`src/rtl/updi_pkg.sv`:
```
`default_nettype none
// ============================================================================
// Module  : updi_pkg
// Purpose : Shared state encoding, UPDI frame layout constants and parity
//           helper for the UPDI link sequencer.
// Revision: 1.0 - initial release
// ============================================================================
package updi_pkg;

    typedef enum logic [2:0] {
        ST_IDLE  = 3'd0,
        ST_FILL  = 3'd1,
        ST_TX    = 3'd2,
        ST_RX    = 3'd3,
        ST_DRAIN = 3'd4,
        ST_ERR   = 3'd5
    } state_t;

    // Frame layout, LSB first on the wire: start, data, parity, stop, stop
    localparam int         FRM_START_POS = 0;
    localparam int         FRM_DATA_POS  = 1;
    localparam logic       START_VAL     = 1'b0;
    localparam logic [1:0] STOP_VAL      = 2'b11;

    function automatic logic parity16(input logic [15:0] d);
        return ^d;
    endfunction

endpackage
`default_nettype wire

```
`src/rtl/updi_link_ctrl_if.sv`:
```
`default_nettype none
// ============================================================================
// Module  : updi_link_ctrl_if
// Purpose : Command-in / response-out streaming bus of the UPDI sequencer.
// Revision: 1.0 - initial release
// ============================================================================
interface updi_link_ctrl_if #(
    parameter int DATA_W = 8,
    parameter int ADDR_W = 7
);
    logic              i_valid;
    logic [DATA_W-1:0] i_data;
    logic              i_last;
    logic [ADDR_W-1:0] i_rx_len;
    logic              o_ready;
    logic              o_valid;
    logic [DATA_W-1:0] o_data;
    logic              o_last;
    logic              i_ready;

    modport slave (
        input  i_valid, i_data, i_last, i_rx_len, i_ready,
        output o_ready, o_valid, o_data, o_last
    );

    modport master (
        output i_valid, i_data, i_last, i_rx_len, i_ready,
        input  o_ready, o_valid, o_data, o_last
    );
endinterface
`default_nettype wire

```
`src/rtl/updi_frame_codec.sv`:
```
`default_nettype none
// ============================================================================
// Module  : updi_frame_codec
// Purpose : Combinational pack of a byte into a UPDI frame and unpack/check
//           of a received frame.
// Revision: 1.0 - initial release
// ============================================================================
module updi_frame_codec
    import updi_pkg::*;
#(
    parameter int DATA_W = 8,
    parameter int MEM_W  = 12
) (
    input  wire logic [DATA_W-1:0] pk_data,
    output logic      [MEM_W-1:0]  pk_frame,
    input  wire logic [MEM_W-1:0]  up_frame,
    output logic      [DATA_W-1:0] up_data,
    output logic                   up_frame_err,
    output logic                   up_par_err
);
    localparam int C_PAR_POS  = FRM_DATA_POS + DATA_W;
    localparam int C_STOP_POS = C_PAR_POS + 1;

    assign pk_frame     = {STOP_VAL, parity16(16'(pk_data)), pk_data, START_VAL};
    assign up_data      = up_frame[FRM_DATA_POS +: DATA_W];
    assign up_frame_err = (up_frame[FRM_START_POS] != START_VAL) ||
                          (up_frame[C_STOP_POS +: 2] != STOP_VAL);
    assign up_par_err   = up_frame[C_PAR_POS] != parity16(16'(up_data));
endmodule
`default_nettype wire

```
`src/rtl/updi_link_ctrl.sv`:
```
`default_nettype none
// ============================================================================
// Module  : updi_link_ctrl
// Purpose : UPDI link sequencer: frames command bytes into buffer memory, runs
//           PHY transmit/receive, then checks and streams the response bytes.
// Revision: 1.0 - initial release
// ============================================================================
module updi_link_ctrl #(
    parameter int DATA_W  = 8,
    parameter int MEM_W   = 12,
    parameter int ADDR_W  = 7,
    parameter int RX_BASE = 64,
    parameter int TMO_CYC = 4096
) (
    input  wire logic              clk,
    input  wire logic              rst,
    updi_link_ctrl_if.slave        bus,
    output logic                   o_busy,
    output logic                   o_done,
    output logic [2:0]             o_err,
    output logic                   o_phy_rst,
    output logic                   o_ten,
    output logic                   o_ren,
    output logic [ADDR_W-1:0]      o_tx_len,
    output logic [ADDR_W-1:0]      o_rx_len,
    input  wire logic              i_tend,
    input  wire logic              i_rend,
    input  wire logic              i_phy_csb0,
    input  wire logic              i_phy_web0,
    input  wire logic [ADDR_W-1:0] i_phy_addr0,
    input  wire logic [MEM_W-1:0]  i_phy_din0,
    output logic [MEM_W-1:0]       o_phy_dout0,
    output logic                   csb0,
    output logic                   web0,
    output logic [ADDR_W-1:0]      addr0,
    output logic [MEM_W-1:0]       din0,
    input  wire logic [MEM_W-1:0]  dout0
);
    import updi_pkg::*;

    localparam int                TMO_W      = $clog2(TMO_CYC) + 1;
    localparam int                DEPTH      = 2 ** ADDR_W;
    localparam logic [ADDR_W-1:0] C_RX_BASE  = ADDR_W'(RX_BASE);
    localparam logic [ADDR_W-1:0] C_RX_SPAN  = ADDR_W'(DEPTH - RX_BASE);
    localparam logic [ADDR_W-1:0] C_FILL_END = ADDR_W'(RX_BASE - 1);
    localparam logic [TMO_W-1:0]  C_TMO      = TMO_W'(TMO_CYC - 1);

    state_t              r_state, w_state_nxt;
    logic [ADDR_W-1:0]   r_wptr, r_rptr, r_rx_len;
    logic [TMO_W-1:0]    r_tmo;
    logic                r_inflight, r_valid, r_last, r_done, r_phy_rst;
    logic [DATA_W-1:0]   r_data;
    logic [2:0]          r_err;
    logic [MEM_W-1:0]    w_pk_frame;
    logic [DATA_W-1:0]   w_up_data;
    logic                w_up_ferr, w_up_perr;
    logic                w_accept, w_beat_last, w_hs, w_issue, w_done_evt, w_timeout;

    updi_frame_codec #(.DATA_W(DATA_W), .MEM_W(MEM_W)) u_codec (
        .pk_data      (bus.i_data),
        .pk_frame     (w_pk_frame),
        .up_frame     (dout0),
        .up_data      (w_up_data),
        .up_frame_err (w_up_ferr),
        .up_par_err   (w_up_perr)
    );

    assign bus.o_ready = (r_state == ST_IDLE) || (r_state == ST_FILL);
    assign bus.o_valid = r_valid;
    assign bus.o_data  = r_data;
    assign bus.o_last  = r_valid & r_last;
    assign o_busy      = r_state != ST_IDLE;
    assign o_done      = r_done;
    assign o_err       = r_err;
    assign o_phy_rst   = r_phy_rst;
    assign o_ten       = r_state == ST_TX;
    assign o_ren       = r_state == ST_RX;
    assign o_tx_len    = r_wptr;
    assign o_rx_len    = r_rx_len;
    assign o_phy_dout0 = dout0;

    // The last TX slot closes the frame even without i_last so TX never spills into RX space
    assign w_accept    = bus.i_valid && bus.o_ready;
    assign w_beat_last = bus.i_last || (r_wptr == C_FILL_END);
    assign w_hs        = r_valid && bus.i_ready;
    assign w_issue     = (r_state == ST_DRAIN) && !r_inflight &&
                         (r_rptr != r_rx_len) && (!r_valid || w_hs);

    always_comb begin
        w_state_nxt = r_state;
        w_done_evt  = 1'b0;
        w_timeout   = 1'b0;
        csb0        = 1'b1;
        web0        = 1'b1;
        addr0       = r_wptr;
        din0        = w_pk_frame;
        case (r_state)
            ST_IDLE, ST_FILL: begin
                if (w_accept) begin
                    csb0        = 1'b0;
                    web0        = 1'b0;
                    w_state_nxt = w_beat_last ? ST_TX : ST_FILL;
                end
            end
            ST_TX, ST_RX: begin
                csb0  = i_phy_csb0;
                web0  = i_phy_web0;
                addr0 = i_phy_addr0;
                din0  = i_phy_din0;
                if (r_state == ST_TX && i_tend) begin
                    if (r_rx_len == '0) begin
                        w_state_nxt = ST_IDLE;
                        w_done_evt  = 1'b1;
                    end else begin
                        w_state_nxt = ST_RX;
                    end
                end else if (r_state == ST_RX && i_rend) begin
                    w_state_nxt = ST_DRAIN;
                end else if (r_tmo == C_TMO) begin
                    w_timeout   = 1'b1;
                    w_done_evt  = 1'b1;
                    w_state_nxt = ST_ERR;
                end
            end
            ST_DRAIN: begin
                if (w_issue) begin
                    csb0  = 1'b0;
                    addr0 = C_RX_BASE + r_rptr;
                end
                if (w_hs && r_last) begin
                    w_state_nxt = ST_IDLE;
                    w_done_evt  = 1'b1;
                end
            end
            ST_ERR:  w_state_nxt = ST_IDLE;
            default: w_state_nxt = ST_IDLE;
        endcase
    end

    always_ff @(posedge clk) begin
        if (rst) begin
            r_state    <= ST_IDLE;
            r_wptr     <= '0;
            r_rptr     <= '0;
            r_rx_len   <= '0;
            r_tmo      <= '0;
            r_inflight <= 1'b0;
            r_valid    <= 1'b0;
            r_last     <= 1'b0;
            r_data     <= '0;
            r_err      <= '0;
            r_done     <= 1'b0;
            r_phy_rst  <= 1'b1;
        end else begin
            r_state    <= w_state_nxt;
            r_done     <= w_done_evt;
            r_phy_rst  <= w_timeout;
            r_inflight <= w_issue;

            if (w_state_nxt == ST_IDLE) begin
                r_wptr <= '0;
                r_rptr <= '0;
            end else begin
                if (w_accept) r_wptr <= r_wptr + 1'b1;
                if (w_issue)  r_rptr <= r_rptr + 1'b1;
            end

            if (w_accept && w_beat_last)
                r_rx_len <= (bus.i_rx_len > C_RX_SPAN) ? C_RX_SPAN : bus.i_rx_len;

            if ((r_state == ST_TX || r_state == ST_RX) && w_state_nxt == r_state)
                r_tmo <= r_tmo + 1'b1;
            else
                r_tmo <= '0;

            // Read data arrives the cycle after the issue; r_rptr already counts it
            if (r_inflight) begin
                r_valid <= 1'b1;
                r_data  <= w_up_data;
                r_last  <= r_rptr == r_rx_len;
            end else if (w_hs) begin
                r_valid <= 1'b0;
            end

            if (w_accept)
                r_err <= '0;
            else
                r_err <= r_err | {w_timeout, r_inflight & w_up_ferr, r_inflight & w_up_perr};
        end
    end
endmodule
`default_nettype wire

```
`src/flat_wrapper.sv`:
```
// flat-port wrapper written by rule: the top's interface ports become plain ports
module updi_link_ctrl_flat import updi_pkg::*;
#(
    parameter int DATA_W  = 8,
    parameter int MEM_W   = 12,
    parameter int ADDR_W  = 7,
    parameter int RX_BASE = 64,
    parameter int TMO_CYC = 4096
)
  (clk, rst, o_busy, o_done, o_err, o_phy_rst, o_ten, o_ren, o_tx_len, o_rx_len, i_tend, i_rend, i_phy_csb0, i_phy_web0, i_phy_addr0, i_phy_din0, o_phy_dout0, csb0, web0, addr0, din0, dout0, bus_i_valid, bus_i_data, bus_i_last, bus_i_rx_len, bus_i_ready, bus_o_ready, bus_o_valid, bus_o_data, bus_o_last);
  updi_link_ctrl_if #(.DATA_W(DATA_W), .ADDR_W(ADDR_W)) bus_i ();
  input  wire logic clk;
  input  wire logic rst;
  output logic o_busy;
  output logic o_done;
  output logic [2:0] o_err;
  output logic o_phy_rst;
  output logic o_ten;
  output logic o_ren;
  output logic [ADDR_W-1:0] o_tx_len;
  output logic [ADDR_W-1:0] o_rx_len;
  input  wire logic i_tend;
  input  wire logic i_rend;
  input  wire logic i_phy_csb0;
  input  wire logic i_phy_web0;
  input  wire logic [ADDR_W-1:0] i_phy_addr0;
  input  wire logic [MEM_W-1:0] i_phy_din0;
  output logic [MEM_W-1:0] o_phy_dout0;
  output logic csb0;
  output logic web0;
  output logic [ADDR_W-1:0] addr0;
  output logic [MEM_W-1:0] din0;
  input  wire logic [MEM_W-1:0] dout0;
  input wire logic [$bits(bus_i.i_valid)-1:0] bus_i_valid;
  input wire logic [$bits(bus_i.i_data)-1:0] bus_i_data;
  input wire logic [$bits(bus_i.i_last)-1:0] bus_i_last;
  input wire logic [$bits(bus_i.i_rx_len)-1:0] bus_i_rx_len;
  input wire logic [$bits(bus_i.i_ready)-1:0] bus_i_ready;
  output wire logic [$bits(bus_i.o_ready)-1:0] bus_o_ready;
  output wire logic [$bits(bus_i.o_valid)-1:0] bus_o_valid;
  output wire logic [$bits(bus_i.o_data)-1:0] bus_o_data;
  output wire logic [$bits(bus_i.o_last)-1:0] bus_o_last;
  assign bus_i.i_valid = bus_i_valid;
  assign bus_i.i_data = bus_i_data;
  assign bus_i.i_last = bus_i_last;
  assign bus_i.i_rx_len = bus_i_rx_len;
  assign bus_i.i_ready = bus_i_ready;
  assign bus_o_ready = bus_i.o_ready;
  assign bus_o_valid = bus_i.o_valid;
  assign bus_o_data = bus_i.o_data;
  assign bus_o_last = bus_i.o_last;
  updi_link_ctrl #(.DATA_W(DATA_W), .MEM_W(MEM_W), .ADDR_W(ADDR_W), .RX_BASE(RX_BASE), .TMO_CYC(TMO_CYC)) u_core (.clk(clk), .rst(rst), .bus(bus_i), .o_busy(o_busy), .o_done(o_done), .o_err(o_err), .o_phy_rst(o_phy_rst), .o_ten(o_ten), .o_ren(o_ren), .o_tx_len(o_tx_len), .o_rx_len(o_rx_len), .i_tend(i_tend), .i_rend(i_rend), .i_phy_csb0(i_phy_csb0), .i_phy_web0(i_phy_web0), .i_phy_addr0(i_phy_addr0), .i_phy_din0(i_phy_din0), .o_phy_dout0(o_phy_dout0), .csb0(csb0), .web0(web0), .addr0(addr0), .din0(din0), .dout0(dout0));
endmodule
```
`config.mk`:
```
export PLATFORM = sky130hd
export DESIGN_NAME = updi_link_ctrl_flat
export DESIGN_NICKNAME = d
export VERILOG_FILES = /design/src/rtl/updi_pkg.sv /design/src/rtl/updi_link_ctrl_if.sv /design/src/rtl/updi_frame_codec.sv /design/src/rtl/updi_link_ctrl.sv /design/src/flat_wrapper.sv
export SDC_FILE = /design/constraint.sdc
export NUM_CORES = 1
export LEC_CHECK = 0
export ABC_CLOCK_PERIOD_IN_PS = 4770
export CAP_MARGIN = 20
export CORE_AREA = 2 2 85 87
export DETAILED_ROUTE_END_ITERATION = 6
export DIE_AREA = 0 0 87 89
export PLACE_DENSITY = 0.92
export SYNTH_ARGS = -nofsm -noshare
export SYNTH_HDL_FRONTEND = slang
export SYNTH_HIERARCHICAL = 1
export SYNTH_SLANG_ARGS = --single-unit
```
`constraint.sdc`:
```
create_clock -name clk -period 4.77 [get_ports clk]
set_input_delay 0.954 -clock clk [delete_from_list [all_inputs] [get_ports clk]]
set_output_delay 0.954 -clock clk [all_outputs]
set_load 0.01 [all_outputs]
```
==> summary.txt <==
WP data arrival - 3.04 ns
Top-area cell type share of the netlist area - 0.351
Post-synthesis register bit count - 53
Via count - 2795
Total power - 934 uW
CP required - 3.82 ns
Hold Vio Cnt, Final - 0
Slew @ Worst Pin - 0.756 ns
Via/cell ratio - 5.25
Worst Setup Start Kind - input port
Number of buffers added on ports - 120
Clk sink count - 53
Root Driver - clkbuf_8
Starting Density - 0.450
Synth area leader - dfxtp_1
H-tree lvl count - 2
Post-Layout Cell Count - 532
Fraction of layout cells with a size suffix above 1 - 0.0487
Max-cap violations - 0
Congestion Overflow GR - 0
Netlist cell types - 45
Cell with the most instances after synthesis - nand2_1
Final min period - 3.99 ns
Total die area - 0.00774 mm2
Synth warn - 6
Area contributors post-synth - dfxtp_1, buf_4, nand2_1, xnor2_1, xor2_1
Largest net degree at the start of global routing - 24
Syn Std Cell Area - 0.00302 mm2
Core area - 0.00672 mm2
TritonCTS Buffers - 5
FP Rows - 30
Critical Path Sink Type - output port
Top_reg_cell synth - dfxtp_1
Setup TNS - 0 ns
Worst VDD drop - 156 uV
RSZ-0062 raised after global routing - no
First-pass DRT Iterations - 6
Avg Synthesized Cell Area - 8.23 um2
Final Cycle Share - 0.837
Commonest cells post-synth - nand2_1, dfxtp_1, nor2_1
Vias in the first global route - 2671
# DRC - 0
CTS tree - built
Post-synth EDFFs - 0
Worst setup path category - input port to output port
Post-synth ARST share - 0
F_max - 250 MHz
Fin area - 0.00412 mm2
Cells after synthesis - 367
Placer Congestion - 0.790
Number of I/O pins - 121
Antenna violations before repair - 0
Longest Clk Path Bufs - 2
Area grow syn2layout - 36.5%
Outcome - completed
Die Y-Extent - 89 um
Fillers - 541
1st-iter DRT viols - 169
Hold WC Path Type - flop to flop
CTS resizes - 0
Clk_lat worst skew - 0.31 ns
HPWL reported at the end of detailed placement - 5970 um
Setup Fix Bufs, Post-CTS - 0
Pins Over Slew Limit - 0
Power Density - 227 mW/mm2
Avg WL per Cell - 14.7 um
Final net count - 509
Final Skew - 0.00643 ns
Inserted Diodes - 0
Final Util - 0.613
LEAKAGE - 0.00156 uW
Sequential area share after synthesis - 0.351
Cts-stage hold buffer count - 0
First-pass GRT wire length - 12400 um
Die Wd - 87 um
GRT Overall Usage - 0.201
Worst Path Max Fanout - 7
Routed WL - 7830 um
Final Setup Violations - 0
Clock slew at reported path FFs - 0.09 ns
DP Cell Count - 524
Antenna Nets Post-Route - 0
Slew headroom - 0.489
DP Area - 0.00403 mm2
[layer usage]
| metal | track usage | wire (um) | vias to the layer above |
|---|---|---|---|
| met2 | 0.341 | 3740 | 142 |
| met3 | 0.0388 | 625 | 13 |
| met1 | 0.252 | 3300 | 1274 |
| met4 | 0.0795 | 158 | 0 |
| met5 | 0 | 0 | - |
| li1 | - | - | 1366 |
[cell type report]
class | count | area, um2 | area share
Inverter | 11 | 41.3 | 0.0100
Timing Repair Buffer | 123 | 1220 | 0.297
Multi-Input combinational cell | 257 | 1600 | 0.388
Clock inverter | 2 | 13.8 | 0.00334
Clock buffer | 6 | 82.6 | 0.0200
Sequential cell | 53 | 1060 | 0.257
Tap cell | 80 | 100 | 0.0243
[worst paths after layout]
path | slack [ns] | start | cells after the start | to
max | 0.78 | bus_i_ready | 8 | addr0[0]
min | 0.45 | u_core/r_tmo[0]$_SDFF_PP0_ | 1 | u_core/r_tmo[0]$_SDFF_PP0_
min reg2reg | 0.45 | u_core/r_tmo[0]$_SDFF_PP0_ | 1 | u_core/r_tmo[0]$_SDFF_PP0_
max reg2reg | 2.19 | u_core/o_tx_len[0]$_SDFFE_PP0P_ | 7 | u_core/r_rptr[0]$_SDFFE_PP0P_
[registers in the layout (all words and copies together), names as in the netlist, 3 cells and up]
name               flops
u_core/o_tx_len        7
u_core/o_err           3
u_core/r_tmo          13
u_core/o_rx_len        7
u_core/bus.o_data      8
u_core/r_state         3
u_core/r_rptr          7
[cells in the final DEF (no fill, tap or decap), types with 8 or more instances in the layout]
| master | count |
|---|---|
| nand3b_1 | 8 |
| xor2_1 | 20 |
| nand2_1 | 55 |
| inv_1 | 11 |
| mux2i_1 | 11 |
| nand3_1 | 12 |
| xnor2_1 | 21 |
| nor2b_1 | 8 |
| clkdlybuf4s50_1 | 120 |
| dfxtp_1 | 53 |
| nor2_1 | 45 |
| a21oi_1 | 14 |
[cell families (layout without fill, tap and decap cells)]
group	after synthesis	in the layout	synth area share
xor+xnor	43	43	0.132
mux	11	11	0.0365
flops	53	53	0.351
fa+ha+maj	3	3	0.0124
buf+inv	58	142	0.121
simple gates	164	164	0.263
other cells	2	3	0.00249
compound gates	33	33	0.0820
[metrics by stage]
| stage | worst slack [ns] | hold slack (ns) |
|---|---|---|
| floorplan | 1.83 | 0.418 |
| global route | 0.627 | 0.474 |
| CTS | 0.805 | 0.452 |
| finish | 0.776 | 0.449 |
| global placement | 0.908 | 0.426 |
| detailed placement | 0.810 | 0.439 |
[where the power goes]
| part | internal, uW | total, uW | switching (uW) |
|---|---|---|---|
| clock network | 118 | 267 | 149 |
| registers | 447 | 455 | 7.79 |
| logic | 122 | 213 | 90.6 |
| total | 687 | 934 | 247 |
[worst max-delay path, cell delays in order]
cell and delay [ns]:
clkdlybuf4s50_1 0.50, nand2b_1 0.14, nand3_1 0.09, a21oi_2 0.19, mux2i_1 0.22, a222oi_1 0.39
inv_1 0.07, clkdlybuf4s50_1 0.48
Note: power is estimated with default switching activity, not from simulation.
